[src/rtl/hilo_acc_file_pkg.sv]
// -----------------------------------------------------------------------------
// hilo_acc_file_pkg
//   Shared definitions for the HI/LO accumulator file: operation codes and
//   small decode helpers used by the top level and the accumulate stage.
// -----------------------------------------------------------------------------
package hilo_acc_file_pkg;

    typedef enum logic [2:0] {
        OP_WR   = 3'b000,   // HI <= hi_i, LO <= lo_i
        OP_WRHI = 3'b001,   // HI <= hi_i
        OP_WRLO = 3'b010,   // LO <= lo_i
        OP_MADD = 3'b011,   // {HI,LO} += {hi_i,lo_i}, two-stage
        OP_MSUB = 3'b100,   // {HI,LO} -= {hi_i,lo_i}, two-stage
        OP_CLR  = 3'b101    // {HI,LO} <= 0
    } hilo_op_e;

    // Ops that commit on the request edge.
    function automatic logic is_direct_op(input logic [2:0] op);
        return (op == OP_WR) || (op == OP_WRHI) || (op == OP_WRLO) || (op == OP_CLR);
    endfunction

    // Ops that go through the accumulate stage.
    function automatic logic is_accum_op(input logic [2:0] op);
        return (op == OP_MADD) || (op == OP_MSUB);
    endfunction

endpackage

[src/rtl/hilo_acc_file_stage.sv]
// -----------------------------------------------------------------------------
// hilo_acc_stage
//   Stage-1 holding register for MADD/MSUB plus the 2*DATA_W adder/subtractor.
//   The operand, target index and direction are captured on a load; on the
//   following cycle result_o = acc_i +/- operand, where acc_i is the pair
//   currently stored at idx_o (supplied by the top). Write priority against
//   direct ops is resolved by the top.
//
// Ports
//   clk       rising-edge clock
//   rst       synchronous active-high reset, empties the stage
//   load_i    capture a new accumulate request
//   sub_i     1 = MSUB, 0 = MADD
//   idx_i     target pair index of the request
//   opnd_i    {hi_i, lo_i} operand
//   acc_i     stored {HI,LO} of pair idx_o
//   valid_o   stage occupied
//   idx_o     target pair of the held request
//   result_o  acc_i +/- held operand, modulo 2^(2*DATA_W)
// -----------------------------------------------------------------------------
module hilo_acc_stage #(
    parameter int DATA_W = 32,
    parameter int IDX_W  = 2
) (
    input  logic                clk,
    input  logic                rst,
    input  logic                load_i,
    input  logic                sub_i,
    input  logic [IDX_W-1:0]    idx_i,
    input  logic [2*DATA_W-1:0] opnd_i,
    input  logic [2*DATA_W-1:0] acc_i,
    output logic                valid_o,
    output logic [IDX_W-1:0]    idx_o,
    output logic [2*DATA_W-1:0] result_o
);

    logic                valid_q, valid_d;
    logic                sub_q,   sub_d;
    logic [IDX_W-1:0]    idx_q,   idx_d;
    logic [2*DATA_W-1:0] opnd_q,  opnd_d;

    // NOTE: every always_comb output gets a default first, so no path can
    // leave it unassigned and infer a latch.
    always_comb begin
        valid_d = load_i;
        sub_d   = sub_q;
        idx_d   = idx_q;
        opnd_d  = opnd_q;
        if (load_i) begin
            sub_d  = sub_i;
            idx_d  = idx_i;
            opnd_d = opnd_i;
        end
    end

    // NOTE: sequential state uses non-blocking assignments only, so every
    // register samples pre-edge values regardless of statement order.
    always_ff @(posedge clk) begin
        if (rst) begin
            valid_q <= 1'b0;
        end else begin
            valid_q <= valid_d;
        end
    end

    // NOTE: the payload is not reset; valid_q alone decides whether it is used.
    always_ff @(posedge clk) begin
        sub_q  <= sub_d;
        idx_q  <= idx_d;
        opnd_q <= opnd_d;
    end

    assign valid_o  = valid_q;
    assign idx_o    = idx_q;
    assign result_o = sub_q ? (acc_i - opnd_q) : (acc_i + opnd_q);

endmodule

[src/rtl/hilo_acc_file.sv]
// -----------------------------------------------------------------------------
// hilo_acc_file
//   File of NUM_ACC HI/LO accumulator pairs. Supports whole-pair, HI-only and
//   LO-only writes, clear, and two-stage MADD/MSUB into a selected pair.
//   Reads are combinational from stored state; pend_o tells the reader that
//   an accumulate to the selected pair has not landed yet (no forwarding).
//
// Ports
//   clk     rising-edge clock
//   rst     synchronous active-high reset
//   we      request valid
//   op      operation code (hilo_op_e)
//   wsel    target pair index
//   hi_i    HI operand / write data
//   lo_i    LO operand / write data
//   rsel    read pair index
//   hi_o    HI of pair rsel (0 when rsel out of range)
//   lo_o    LO of pair rsel (0 when rsel out of range)
//   pend_o  accumulate in flight targeting rsel
//   busy_o  accumulate stage occupied
// -----------------------------------------------------------------------------
module hilo_acc_file
    import hilo_acc_file_pkg::*;
#(
    parameter  int DATA_W  = 32,
    parameter  int NUM_ACC = 4,
    localparam int IDX_W   = (NUM_ACC > 1) ? $clog2(NUM_ACC) : 1
) (
    input  logic              clk,
    input  logic              rst,
    input  logic              we,
    input  logic [2:0]        op,
    input  logic [IDX_W-1:0]  wsel,
    input  logic [DATA_W-1:0] hi_i,
    input  logic [DATA_W-1:0] lo_i,
    input  logic [IDX_W-1:0]  rsel,
    output logic [DATA_W-1:0] hi_o,
    output logic [DATA_W-1:0] lo_o,
    output logic              pend_o,
    output logic              busy_o
);

    logic [DATA_W-1:0] hi_q [NUM_ACC];
    logic [DATA_W-1:0] lo_q [NUM_ACC];
    logic [DATA_W-1:0] hi_d [NUM_ACC];
    logic [DATA_W-1:0] lo_d [NUM_ACC];

    logic                wsel_ok;
    logic                direct_req;
    logic                accum_req;
    logic                stg_valid;
    logic [IDX_W-1:0]    stg_idx;
    logic [2*DATA_W-1:0] stg_acc;
    logic [2*DATA_W-1:0] stg_result;

    // Out-of-range indices exist when NUM_ACC is not a power of two; such
    // requests are dropped before they reach storage or the stage.
    assign wsel_ok    = int'(wsel) < NUM_ACC;
    assign direct_req = we && wsel_ok && is_direct_op(op);
    assign accum_req  = we && wsel_ok && is_accum_op(op);

    // Old pair value for the held accumulate: always committed state, which
    // is what makes back-to-back accumulates to one pair chain correctly.
    always_comb begin
        stg_acc = '0;
        for (int i = 0; i < NUM_ACC; i++) begin
            if (int'(stg_idx) == i) stg_acc = {hi_q[i], lo_q[i]};
        end
    end

    hilo_acc_stage #(
        .DATA_W (DATA_W),
        .IDX_W  (IDX_W)
    ) u_stage (
        .clk      (clk),
        .rst      (rst),
        .load_i   (accum_req),
        .sub_i    (op == OP_MSUB),
        .idx_i    (wsel),
        .opnd_i   ({hi_i, lo_i}),
        .acc_i    (stg_acc),
        .valid_o  (stg_valid),
        .idx_o    (stg_idx),
        .result_o (stg_result)
    );

    // Write priority per pair: a direct op to the same pair is younger than
    // the held accumulate, so it wins and the accumulate is dropped; the
    // half a WRHI/WRLO does not touch keeps its pre-edge value.
    always_comb begin
        for (int i = 0; i < NUM_ACC; i++) begin
            hi_d[i] = hi_q[i];
            lo_d[i] = lo_q[i];
            if (direct_req && int'(wsel) == i) begin
                case (hilo_op_e'(op))
                    OP_WR: begin
                        hi_d[i] = hi_i;
                        lo_d[i] = lo_i;
                    end
                    OP_WRHI: hi_d[i] = hi_i;
                    OP_WRLO: lo_d[i] = lo_i;
                    OP_CLR: begin
                        hi_d[i] = '0;
                        lo_d[i] = '0;
                    end
                    default: ;
                endcase
            end else if (stg_valid && int'(stg_idx) == i) begin
                {hi_d[i], lo_d[i]} = stg_result;
            end
        end
    end

    // NOTE: the pair array is architectural state that must read 0 after
    // reset, so unlike a plain RAM every entry is reset.
    always_ff @(posedge clk) begin
        for (int i = 0; i < NUM_ACC; i++) begin
            if (rst) begin
                hi_q[i] <= '0;
                lo_q[i] <= '0;
            end else begin
                hi_q[i] <= hi_d[i];
                lo_q[i] <= lo_d[i];
            end
        end
    end

    always_comb begin
        hi_o = '0;
        lo_o = '0;
        for (int i = 0; i < NUM_ACC; i++) begin
            if (int'(rsel) == i) begin
                hi_o = hi_q[i];
                lo_o = lo_q[i];
            end
        end
    end

    // stg_idx is always in range, so an out-of-range rsel never matches.
    assign busy_o = stg_valid;
    assign pend_o = stg_valid && (stg_idx == rsel);

endmodule
[config.mk]
export PLATFORM = sky130hd
export DESIGN_NAME = hilo_acc_file
export DESIGN_NICKNAME = d
export VERILOG_FILES = /design/src/rtl/hilo_acc_file_pkg.sv /design/src/rtl/hilo_acc_file_stage.sv /design/src/rtl/hilo_acc_file.sv
export SDC_FILE = /design/constraint.sdc
export NUM_CORES = 1
export LEC_CHECK = 0
export BUFFER_PORTS_ARGS = -buffer_cell sky130_fd_sc_hd__buf_4
export CORE_MARGIN = 10
export CORE_UTILIZATION = 49
export CTS_CLUSTER_DIAMETER = 40
export CTS_CLUSTER_SIZE = 24
export DETAILED_ROUTE_END_ITERATION = 6
export GPL_TIMING_DRIVEN = 0
export PLACE_DENSITY_LB_ADDON = 0.05
export SLEW_MARGIN = 10
export SYNTH_ARGS = -nofsm -noshare
export SYNTH_HDL_FRONTEND = slang
export SYNTH_SLANG_ARGS = --single-unit
[constraint.sdc]
create_clock -name clk -period 5.4 [get_ports clk]
set_input_delay 0.54 -clock clk [delete_from_list [all_inputs] [get_ports clk]]
set_output_delay 0.54 -clock clk [all_outputs]
set_load 0.005 [all_outputs]
==> results.yml <==
detailed_routing:
  firstDrtPassIters: 7
  drt_iter0_markers: 3586
  routed_wl_mm: 104.8
  postRouteAntennaNets: 0
  drt-vias-per-instance: 7.087
  route.vias.total: 23320
  wl_per_cell_um: 31.86
  route.detailed.drc: 0
synthesis:
  seq_area_frac_synth_pct: 33.38
  synthCells: 2438
  ys_async_sr_fraction_pct: 0
  ys_types: 79
  postSynthAreaPerCell_um2: 8.795
  synth_flop_cell: "dfxtp_1"
  synth-seq-cells: 324
  synth_nets: 2577
  synth_edf_count: 67
  yosysWarnings: 0
  syn_area_um2: 21440
worst_setup_path:
  critical_path.startpoint_type: "register"
  critPathMaxStageDelay_ns: 0.62
  critPathLaunch: "u_stage.opnd_q[6]$_DFFE_PP_"
  path_cells: "or4_4 -> buf_6 -> nor3_4 -> nand4_1 -> nor3_4 -> a21oi_2 -> xnor2_1 -> ha_2 -> and3_4 -> or3b_4 -> or4_4 -> a311o_1 -> nand4_4 -> a311oi_4 -> o31ai_4 -> a41oi_4 -> xor2_4 -> buf_12 -> o22ai_2"
  r2r_slack_ns: -0.007
  worstSetupEndpointType: "register"
  crit_type: "register to register"
  cp.arrival_ns: 5.96
  timing.rr.start: "u_stage.opnd_q[6]$_DFFE_PP_"
  critPathSlowestCell: "or4_4"
  path_max_fanout: 4
  critPathRequiredTime_ns: 5.95
timing:
  min_period_ns: 5.407
  tightestPinTransition_ns: 1.398
  setup_viol: 2
  hold_viol: 0
  setup_ws_ns: -0.007423
  fmax_mhz: 184.9
  period_share_pct: 100.1
  relSlewSlack_pct: 6.814
  grt_setup_unrepaired: "true"
  fin_skew_ns: 0.04098
  hold_slack_ns: 0.09475
  slew_violations: 0
floorplan:
  fp.dieArea_um2: 52530
  dieHeight_um: 229.2
  io_pins: 140
  rows: 76
  fp.coreArea_um2: 43170
  die-width_um: 229.2
  initial_core_util_pct: 49.67
clock_tree:
  cts_tree: "built"
  root_buffer: "clkbuf_16"
  worst_skew_pair.late_latency_ns: 0.64
  cts_num_sinks: 324
  htree_levels: 2
  numCtsBuffers: 53
  cts_max_path_buffers: 3
  hold_buffers: 0
  clk_pin_slew_ns: 0.06
placement:
  io_buffers: 136
  dp_hpwl_mm: 77.30
  gp_congestion: 1.036
  placed_cells: 3160
  place_ws_ns: -2.304
global_routing:
  grt_pass1_vias: 21810
  grt-ovfl-total: 0
  grt_pass1_wl_mm: 147.9
  grt_max_degree: 39
  antenna_found_initial: 4
  grt_usage_pct: 37.79
layout:
  final_cell_mix: "nor2_1, dfxtp_1, buf_4"
  final_common_cell: "nor2_1"
  finalNonFillerCells: 3291
  final_core_util_pct: 60.97
  drive_gt1_share_pct: 20.81
  syn2layout_area_growth_pct: 22.75
  final_nets: 2799
  fill_cells: 3907
outcome:
  violations: "setup timing"
  status: "finished, violations left"
worst_hold_path:
  min-delay-start: "hi_i[4]"
  holdCritPathClass: "primary input to register"
power:
  power.density_nw_per_um2: 292.6
  totalPowerFinal_uw: 7701
  p_leak_uw: 0.009687
  worst_ir_drop_vdd_v: 0.0002730
flow_run:
  drv_cap: 0
[critical path: cells and delay by family, from the launching register on]
| kind | cells | cell delay (ns) |
|---|---|---|
| xor gates and xnor gates | 2 | 0.39 |
| AOI/OAI and AO/OA | 6 | 1.34 |
| buffers and inverters | 2 | 0.33 |
| and+or+nand+nor | 8 | 2.46 |
| DFF | 1 | 0.43 |
| adders and majority gates | 1 | 0.38 |
[cell families (layout without fill, tap and decap cells)]
logic type / Yosys count / after routing / synth area share (%)
AO/OA/AOI/OAI: 742 / 742 / 22.78
multiplexers: 133 / 133 / 13.69
adder cells (fa/ha/maj): 65 / 65 / 3.828
flip-flops: 324 / 324 / 33.38
AND/OR/NAND/NOR: 821 / 821 / 17.43
buffers and inverters: 240 / 507 / 4.242
XOR/XNOR: 113 / 113 / 4.651
other: 0 / 1 / 0
[sequential cells by signal, summed over array words and instances (netlist names)]
name / cells
u_stage.idx_o: 2
u_stage.opnd_q: 64
lo_q: 128
hi_q: 128
u_stage.valid_o: 1
u_stage.sub_q: 1
[where the power goes]
group          internal (µW)  switching, µW  total [µW]
registers               2560           78.6        2640
clock network           2160           1410        3570
logic                    515            978        1490
total                   5240           2470        7700
[area by class of cell]
class	count	area (µm²)	share of cell area, %
Clock buffer	63	1415	5.376
Tap cell	585	732.0	2.781
Sequential cell	324	7157	27.19
Inverter	36	135.1	0.5134
Buffer	182	758.2	2.881
Clock inverter	37	449.2	1.707
Timing Repair Buffer	189	1539	5.847
Antenna cell	1	2.502	0.009507
Multi-Input combinational cell	1874	14130	53.70
[timing repair]
action,CTS,global route
pin swaps,17,37
setup buffers,16,38
setup endpoints to repair,216,115
resized for setup,90,109
[synthesized netlist by cell type (6+ instances only)]
cell type	n	area [µm²]
clkbuf_1	180	675.7
o211ai_1	20	150.1
or3_1	9	56.30
a32oi_1	55	481.7
a211oi_1	87	653.1
nor3b_1	8	60.06
nor2b_1	7	43.79
nor3_1	150	750.7
a22oi_1	23	172.7
o21a_1	9	67.56
o21ai_0	135	675.7
nand2b_1	8	50.05
edfxtp_1	67	2012
xor2_1	16	140.1
ha_1	64	800.8
nand3_1	51	255.2
o22ai_1	53	331.6
xnor2_1	96	840.8
nand4_1	23	143.9
inv_1	35	131.4
a21boi_0	6	45.04
nor2_1	341	1280
a31oi_1	60	375.4
buf_1	17	63.81
and2_1	15	93.84
dfxtp_1	257	5145
nand2_1	158	593.1
buf_2	7	35.03
and3_1	15	93.84
nor4_1	6	37.54
o21bai_1	14	105.1
mux4_2	128	2883
a21o_1	50	375.4
a21oi_1	166	830.8
[per-stage QoR]
stage	TNS [ns]	instance area [µm²]
floorplan	0	21440
global placement	-273.77	23200
detailed placement	-268.31	23240
CTS	0	25540
global route	-0.7484	26320
finish	-0.01065	26320
[per-layer routing]
layer	vias to the layer above	wire [µm]	GRT usage, %
met1	11280	40090	50.70
met2	1939	42310	52.43
met4	8	4903	16.43
met5	-	155	0.1890
li1	9706	-	-
met3	387	17390	15.23
[worst paths after layout]
check | end | depth (start not counted)
worst max-delay path | hi_q[0][28]$_SDFFE_PP0P_ | 19
worst min-delay path | u_stage.opnd_q[36]$_DFFE_PP_ | 1
worst max register to register | hi_q[0][28]$_SDFFE_PP0P_ | 19
worst min register to register | lo_q[3][0]$_SDFFE_PP0P_ | 2
No activity file was read; power rests on OpenSTA's default activity.
